--- src/rtl/noc_pkg.sv ---
// Shared NoC router definitions: direction codes, default sizing and arbiter FSM states.
package noc_pkg;

  localparam int unsigned N_PORT_DEF     = 5;
  localparam int unsigned N_REGISTER_DEF = 3;

  localparam logic [N_REGISTER_DEF-1:0] LOCAL = 3'd0;
  localparam logic [N_REGISTER_DEF-1:0] NORTH = 3'd1;
  localparam logic [N_REGISTER_DEF-1:0] EAST  = 3'd2;
  localparam logic [N_REGISTER_DEF-1:0] SOUTH = 3'd3;
  localparam logic [N_REGISTER_DEF-1:0] WEST  = 3'd4;

  typedef enum logic {
    IDLE = 1'b0,
    SEND = 1'b1
  } arb_state_t;

endpackage

--- src/rtl/rr_arbiter.sv ---
// Combinational round-robin picker: first set request at or after ptr, wrapping to 0.
module rr_arbiter #(
  parameter int unsigned N_PORT = 5,
  parameter int unsigned PTR_W  = 3
) (
  input  logic [N_PORT-1:0] req,
  input  logic [PTR_W-1:0]  ptr,
  output logic [N_PORT-1:0] gnt,
  output logic [PTR_W-1:0]  idx
);

  int unsigned j;
  logic        found;

  always_comb begin
    gnt   = '0;
    idx   = '0;
    found = 1'b0;
    j     = 0;
    for (int unsigned k = 0; k < N_PORT; k++) begin
      j = (32'(ptr) + k) % N_PORT;
      if (!found && req[j]) begin
        found  = 1'b1;
        gnt[j] = 1'b1;
        idx    = PTR_W'(j);
      end
    end
  end

endmodule

--- src/rtl/output_arbiter.sv ---
// Per-output switch allocator: round-robin grant held for a whole packet, val/ret handshake toward the neighbour.
module output_arbiter
  import noc_pkg::*;
#(
  parameter int unsigned DATA_WIDTH = 8,
  parameter int unsigned N_REGISTER = N_REGISTER_DEF,
  parameter int unsigned N_PORT     = N_PORT_DEF,
  parameter int unsigned PORT_ID    = 32'(LOCAL),
  parameter int unsigned PKT_LEN    = 4
) (
  input  logic                         clk,
  input  logic                         rst,
  input  logic [N_PORT-1:0]            valid_in,
  input  logic [N_PORT*N_REGISTER-1:0] req_dir,
  input  logic [N_PORT*DATA_WIDTH-1:0] Data_in,
  output logic [N_PORT-1:0]            s_ack,
  output logic [N_PORT-1:0]            grant,
  output logic                         val,
  input  logic                         ret,
  output logic [DATA_WIDTH-1:0]        Data_out
);

  localparam int unsigned CNT_W = (PKT_LEN > 1) ? $clog2(PKT_LEN) : 1;
  localparam int unsigned PTR_W = (N_PORT > 1) ? $clog2(N_PORT) : 1;

  arb_state_t        state, state_nxt;
  logic [PTR_W-1:0]  ptr, ptr_nxt;
  logic [CNT_W-1:0]  cnt, cnt_nxt;
  logic [N_PORT-1:0] grant_nxt;
  logic [PTR_W-1:0]  g_idx, g_idx_nxt;

  logic [N_PORT-1:0] req;
  logic [N_PORT-1:0] rr_gnt;
  logic [PTR_W-1:0]  rr_idx;
  logic              send;
  logic              xfer;

  for (genvar i = 0; i < N_PORT; i++) begin : g_req
    assign req[i] = valid_in[i] &&
                    (req_dir[i*N_REGISTER +: N_REGISTER] == N_REGISTER'(PORT_ID));
  end

  rr_arbiter #(
    .N_PORT (N_PORT),
    .PTR_W  (PTR_W)
  ) u_rr (
    .req (req),
    .ptr (ptr),
    .gnt (rr_gnt),
    .idx (rr_idx)
  );

  // Output mux; grant is one-hot, so an OR-reduction selects the granted flit.
  always_comb begin
    send     = (state == SEND);
    val      = send && |(valid_in & grant);
    xfer     = val && ret;
    s_ack    = xfer ? grant : '0;
    Data_out = '0;
    for (int i = 0; i < N_PORT; i++) begin
      if (send && grant[i]) begin
        Data_out = Data_out | Data_in[i*DATA_WIDTH +: DATA_WIDTH];
      end
    end
  end

  always_comb begin
    state_nxt = state;
    ptr_nxt   = ptr;
    cnt_nxt   = cnt;
    grant_nxt = grant;
    g_idx_nxt = g_idx;
    case (state)
      IDLE: begin
        if (|req) begin
          grant_nxt = rr_gnt;
          g_idx_nxt = rr_idx;
          cnt_nxt   = '0;
          state_nxt = SEND;
        end
      end
      SEND: begin
        if (xfer) begin
          if (cnt == CNT_W'(PKT_LEN - 1)) begin
            state_nxt = IDLE;
            grant_nxt = '0;
            cnt_nxt   = '0;
            ptr_nxt   = (g_idx == PTR_W'(N_PORT - 1)) ? '0 : g_idx + 1'b1;
          end else begin
            cnt_nxt = cnt + 1'b1;
          end
        end
      end
      default: state_nxt = IDLE;
    endcase
  end

  always_ff @(posedge clk or posedge rst) begin
    if (rst) begin
      state <= IDLE;
      ptr   <= '0;
      cnt   <= '0;
      grant <= '0;
      g_idx <= '0;
    end else begin
      state <= state_nxt;
      ptr   <= ptr_nxt;
      cnt   <= cnt_nxt;
      grant <= grant_nxt;
      g_idx <= g_idx_nxt;
    end
  end

endmodule

--- config.mk ---
export PLATFORM = sky130hd
export DESIGN_NAME = output_arbiter
export DESIGN_NICKNAME = d
export VERILOG_FILES = /design/src/rtl/noc_pkg.sv /design/src/rtl/rr_arbiter.sv /design/src/rtl/output_arbiter.sv
export SDC_FILE = /design/constraint.sdc
export NUM_CORES = 1
export LEC_CHECK = 0
export ABC_CLOCK_PERIOD_IN_PS = 12000
export CORE_ASPECT_RATIO = 2
export CORE_MARGIN = 4
export CORE_UTILIZATION = 40
export DETAILED_ROUTE_END_ITERATION = 10
export PLACE_DENSITY = 0.66
export RECOVER_POWER = 100
export SYNTH_ARGS = -nofsm -noshare
export SYNTH_HDL_FRONTEND = slang
export SYNTH_SLANG_ARGS = --single-unit
--- constraint.sdc ---
create_clock -name clk -period 12 [get_ports clk]
set_input_delay 2.4 -clock clk [delete_from_list [all_inputs] [get_ports clk]]
set_output_delay 2.4 -clock clk [all_outputs]
set_load 0.02 [all_outputs]
# --- After elaboration in Yosys (flattened, before gate mapping) ---
# Index checks and enable logic that the tools add are counted.
# Widths: inputs -> output; s select.
word_totals:
  ff_bits: 14
  input_bits: 63
  out_inout_bits: 19
op_classes:
  n_addsub: 6
  n_div: 5
  order_cmp: 10
  n_eq_ne: 5
  mux: 53
  n_bitwise: 10
  n_reduce_logical: 36
op_table:
  columns: ["op", "n"]
  rows:
  - ["$ge 32x1->1 const B", 5]
  - ["$lt 32x4->1 const B", 5]
  - ["$mod 32x3->32 const B", 4]
  - ["$mux 5", 9]
  - ["$mux 8", 5]
  - ["$mod 3x3->32 const B", 1]
  - ["$or 8x8->8", 4]
  - ["$logic_and 1x1->1", 21]
  - ["$or 5x5->5", 4]
  - ["$mux 3", 6]
  - ["$mux 1", 17]
  - ["$bmux 1 s3", 5]
  - ["$demux 1 s3", 5]
  - ["$logic_not 3->1", 5]
  - ["$pmux 5 s2", 1]
  - ["$reduce_or 5->1", 2]
  - ["$add 3x2->4 const B", 2]
  - ["$mux 2", 3]
  - ["$reduce_and 3->1", 2]
  - ["$and 5x5->5", 1]
  - ["$add 3x1->4 const B", 1]
  - ["$add 3x3->4 const B", 1]
  - ["$logic_not 1->1", 4]
  - ["$ne 2x1->1 const B", 2]
  - ["9 further kinds", 10]

# --- Logic depth before layout (Yosys ltp) ---
depth:
  depth_word: 19
  mapped_depth: 20

# --- Cells and area by module ---
# A second synthesis with hierarchy kept.
hier_totals:
  hier_cells: 464
  area_unflattened_um2: 3588.4
by_module_without_submodules:
  columns: ["module", "instances", "cells_each", "area_each_um2", "seq_area_each_um2"]
  rows:
  - ["rr_arbiter", 1, 342, 2479.9, 0.0]
  - ["output_arbiter", 1, 122, 1108.6, 350.3]

# --- Worst setup path before layout ---
# Ideal clock, no wire load.
synth_path:
  path_type: "input-to-output"
  start: "in valid_in[3]"
  end: "out s_ack[0]"
  arrival_time_ns: 3.578
  path_slack_ns: 6.022
  path_stages: 3
  path_cell_list: "a222oi_1 a21boi_0 and3_1"
synth_between:
  elab_chain_cells: 5
synth_lines:
  columns: ["element", "line", "rtl"]
  rows:
  - ["start: declaration", "output_arbiter.sv:13", "input logic [N_PORT-1:0] valid_in,"]
  - ["$and 5x5->5", "output_arbiter.sv:56", "val = send && |(valid_in & grant);"]
  - ["$reduce_or 5->1", "output_arbiter.sv:56", null]
  - ["$logic_and 1x1->1", "output_arbiter.sv:56", null]
  - ["net val", "output_arbiter.sv:18", "output logic val,"]
  - ["$logic_and 1x1->1", "output_arbiter.sv:57", "xfer = val && ret;"]
  - ["$mux 5", "output_arbiter.sv:58", "s_ack = xfer ? grant : '0;"]
  - ["end: declaration", "output_arbiter.sv:16", "output logic [N_PORT-1:0] s_ack,"]
# The timed path passes the listed nets, and every way through them passes these cells.

# --- Final worst setup path ---
layout_path:
  start: "in valid_in[2]"
  end: "out s_ack[2]"
layout_between:
  elab_chain_cells: 5
layout_lines:
  columns: ["element", "line"]
  rows:
  - ["$and 5x5->5", "output_arbiter.sv:56"]
  - ["$reduce_or 5->1", "output_arbiter.sv:56"]
  - ["$logic_and 1x1->1", "output_arbiter.sv:56"]
  - ["$logic_and 1x1->1", "output_arbiter.sv:57"]
  - ["$mux 5", "output_arbiter.sv:58"]
# No other way between the ends.

==> results.py <==
metrics = {
    "global_routing": {
        "grt_first_pass_wirelength_um": 19230,
        "grt_pass1_vias": 3774,
        "grt-ovfl-total": 0,
        "antenna_found_initial": 0,
        "grt_util_all_layers_pct": 24.96,
        "grt_max_degree": 45,
    },
    "die": {
        "core-area_um2": 7943,
        "start_util_pct": 41.23,
        "die_h_um": 136.0,
        "dieArea_um2": 9785,
        "std_cell_rows": 46,
        "io_pins": 82,
        "die_w_um": 71.98,
    },
    "worst_setup_path": {
        "cp_slowest_cell": "a21boi_0",
        "worst_ep_required_time_ps": 9600,
        "ff2ff_setup_slack_ps": 5510,
        "worstSetupPathType": "in2out",
        "r2r_end": "grant[2]$_DFFE_PP0P_",
        "critPathMaxFanout": 7,
        "endpoint_kind": "output pin",
        "critPathMostFrequentCell": "dlygate4sd3_1",
        "cp_cell_sequence": "dlygate4sd3_1 -> a22oi_1 -> a21boi_0 -> and3_1 -> dlygate4sd3_1",
        "crit_path_start_kind": "input port",
        "r2r_start": "ptr[1]$_DFFE_PP0P_",
        "cp_data_arrival_time_ps": 4660,
        "slowest_delay_ps": 690,
        "r2r_cells": 13,
    },
    "power": {
        "vdd_drop_max_uv": 237.0,
        "switching_share_pct": 58.57,
        "power_leakage_nw": 1.671,
        "p_clk_share_pct": 5.5,
        "internal_power_mw": 0.5294,
        "p_comb_share_pct": 85.5,
        "p_per_area_nw_per_um2": 303.6,
        "pwr-share-seq_pct": 9.0,
        "p_switching_mw": 0.7483,
    },
    "routing": {
        "finalWirelength_um": 12580,
        "vias": 3890,
        "avgRoutedWirePerCell_um": 20.72,
        "drtIter0Drc": 203,
        "ant_nets": 0,
        "firstDrtPassIters": 7,
        "drc": 0,
        "detail_route.vias_per_cell": 6.409,
    },
    "place": {
        "detailedPlacementHpwl_um": 10200,
        "port_buffers": 81,
        "place_congestion": 0.9891,
        "place_area_um2": 4125,
    },
    "logic_synthesis": {
        "synth_fp_nets": 537,
        "syn_inst": 447,
        "avgSynthCellArea_um2": 7.325,
        "yosys_warnings": 0,
        "synthArstFlopShare_pct": 100.0,
        "synthFlopType": "dfrtp_1",
        "ys_seq_elements": 14,
        "synth_cell_types": 87,
        "synth.cell_area_um2": 3274,
        "ys_seq_area_share_pct": 10.70,
        "synth_edf_count": 0,
    },
    "layout": {
        "nets": 602,
        "design_area_um2": 4209,
        "final_layout_size_suffix_gt1_share_pct": 8.023,
        "area_growth_syn_to_layout_pct": 28.54,
        "antenna_cells": 0,
    },
    "timing": {
        "period_needed_ps": 7060,
        "tightestPinTransition_ps": 890.1,
        "setup_tns_ps": 0,
        "fmax_mhz": 141.6,
        "relSlewSlack_pct": 39.82,
        "setup_viol": 0,
        "finalHoldViolCount": 0,
        "slew_violations": 0,
        "fin_crit_sh_pct": 58.83,
        "fin_worst_skew_ps": 2.552,
        "rsz0062_at_grt": "no",
    },
    "worst_hold_path": {
        "min_path_type": "reg2reg",
        "hold_path_depth": 1,
        "hold_end": "cnt[1]$_DFFE_PP0P_",
        "hold_start": "cnt[1]$_DFFE_PP0P_",
    },
    "clocking": {
        "cts_sinks": 14,
        "clockBufferDepth": 2,
        "tritoncts": "yes",
        "root_buffer": "clkbuf_16",
        "clk_latency_ps": 240,
        "clkSlewWorstSetupHoldPaths_ps": 50,
        "htreeDepth": 1,
        "cts_resized": 0,
        "cts_setup_buffers": 0,
        "cts_hold_buf": 0,
        "numCtsBuffers": 3,
    },
    "run_status": {
        "status": "completed",
    },
    "flow_run": {
        "drv_cap": 0,
    },
}
[critical path, delay by kind of cell]
family / cells / cell delay, ps
buffers and inverters: 2 / 1240
AND/OR/NAND/NOR: 1 / 240
AO/OA/AOI/OAI: 2 / 780
[power by group through the flow]
stage               Clock [mW]  Combinational, mW  Sequential [mW]
CTS                     0.0711               1.09            0.116
finish                  0.0701               1.09            0.115
floorplan                    0              0.797            0.105
global placement             0               1.07            0.117
detailed placement           0               1.09            0.116
global route            0.0724               1.19            0.120
[cells in the mapped netlist, drive strengths merged, types with 3 or more instances]
master,count,area (µm²)
a21boi,5,37.54
nor4,7,43.79
xnor2,6,52.55
mux2i,10,103.9
a21oi,34,192.7
nand3,17,85.08
a211oi,7,57.55
nor3,14,75.07
nor2,29,108.9
a22o,8,70.07
o21ai,22,117.6
clkbuf,14,52.55
a31oi,13,81.33
a22oi,9,67.56
a2111oi,3,32.53
mux2,6,71.31
ha,27,337.8
inv,19,71.32
o221ai,3,26.28
dfrtp,14,350.3
and3,7,45.05
o211ai,5,42.54
a21o,3,22.52
buf,13,72.56
a222oi,4,40.04
nand2b,8,50.05
o31ai,4,30.03
nand2,47,176.4
o22ai,4,25.02
nor4b,8,70.07
or3,7,43.79
nor2b,3,18.77
o21a,5,37.54
or4,4,30.03
nand4,5,31.28
or4b,3,30.03
and2,7,43.79
nand3b,4,42.54
[stage by stage]
stage          std cells  power [mW]  hold WS, ps  worst slack [ps]  utilization, %
3_5_place_dp         603       1.202        513.4              5121           51.94
6_report             607       1.278        511.6              4940           52.99
2_1_floorplan        447      0.9020        469.8              6022               -
4_1_cts              607       1.277        524.4              5116           53.06
5_1_grt              607       1.383        529.1              4834           52.99
3_3_place_gp         603       1.189        492.4              5129           51.94
[worst max-delay path by stage]
stage                start        to
2_1_floorplan  valid_in[3]  s_ack[0]
3_3_place_gp   valid_in[2]  s_ack[0]
3_5_place_dp   valid_in[2]  s_ack[2]
4_1_cts        valid_in[2]  s_ack[2]
5_1_grt        valid_in[0]  s_ack[2]
6_report       valid_in[2]  s_ack[2]
[layout make-up]
cell class / count / area (µm²)
clock buffers: 4 / 88.84
multi-input cells: 386 / 2719
repair buffers: 87 / 855.8
flip-flops and latches: 14 / 350.3
fillers: 807 / 3734
inverters: 20 / 75.07
well taps: 96 / 120.1
[sequential cells by signal, indices dropped and copies added (netlist names)]
register,flops
ptr,3
grant,5
cnt,2
send,1
g_idx,3
[cell usage in the layout, fill, tap and decap left out, types with 13 or more instances in the layout]
cell             instances
a21oi_1                 32
a31oi_1                 13
clkdlybuf4s50_1         59
dfrtp_1                 14
dlygate4sd3_1           22
ha_1                    27
inv_1                   16
nand2_1                 47
nand3_1                 17
nor2_1                  29
nor3_1                  14
o21ai_0                 19
[kinds of logic after synthesis]
group	count (synthesis)	share of synthesized area, %
mux	17	6.037
simple gates	180	29.92
buf+inv	47	6.114
compound gates	156	35.31
fa+ha+maj	27	10.32
xor+xnor	6	1.605
flops	14	10.70
[per-layer routing]
layer	part of all wire [%]	track usage, %	up-vias
met3	7.1	3.553	44
met1	35	24.38	1808
met4	5.8	13.91	0
met2	53	48.16	185
li1	-	-	1853
met5	0	0	-
(Power assumes the default switching activity.)
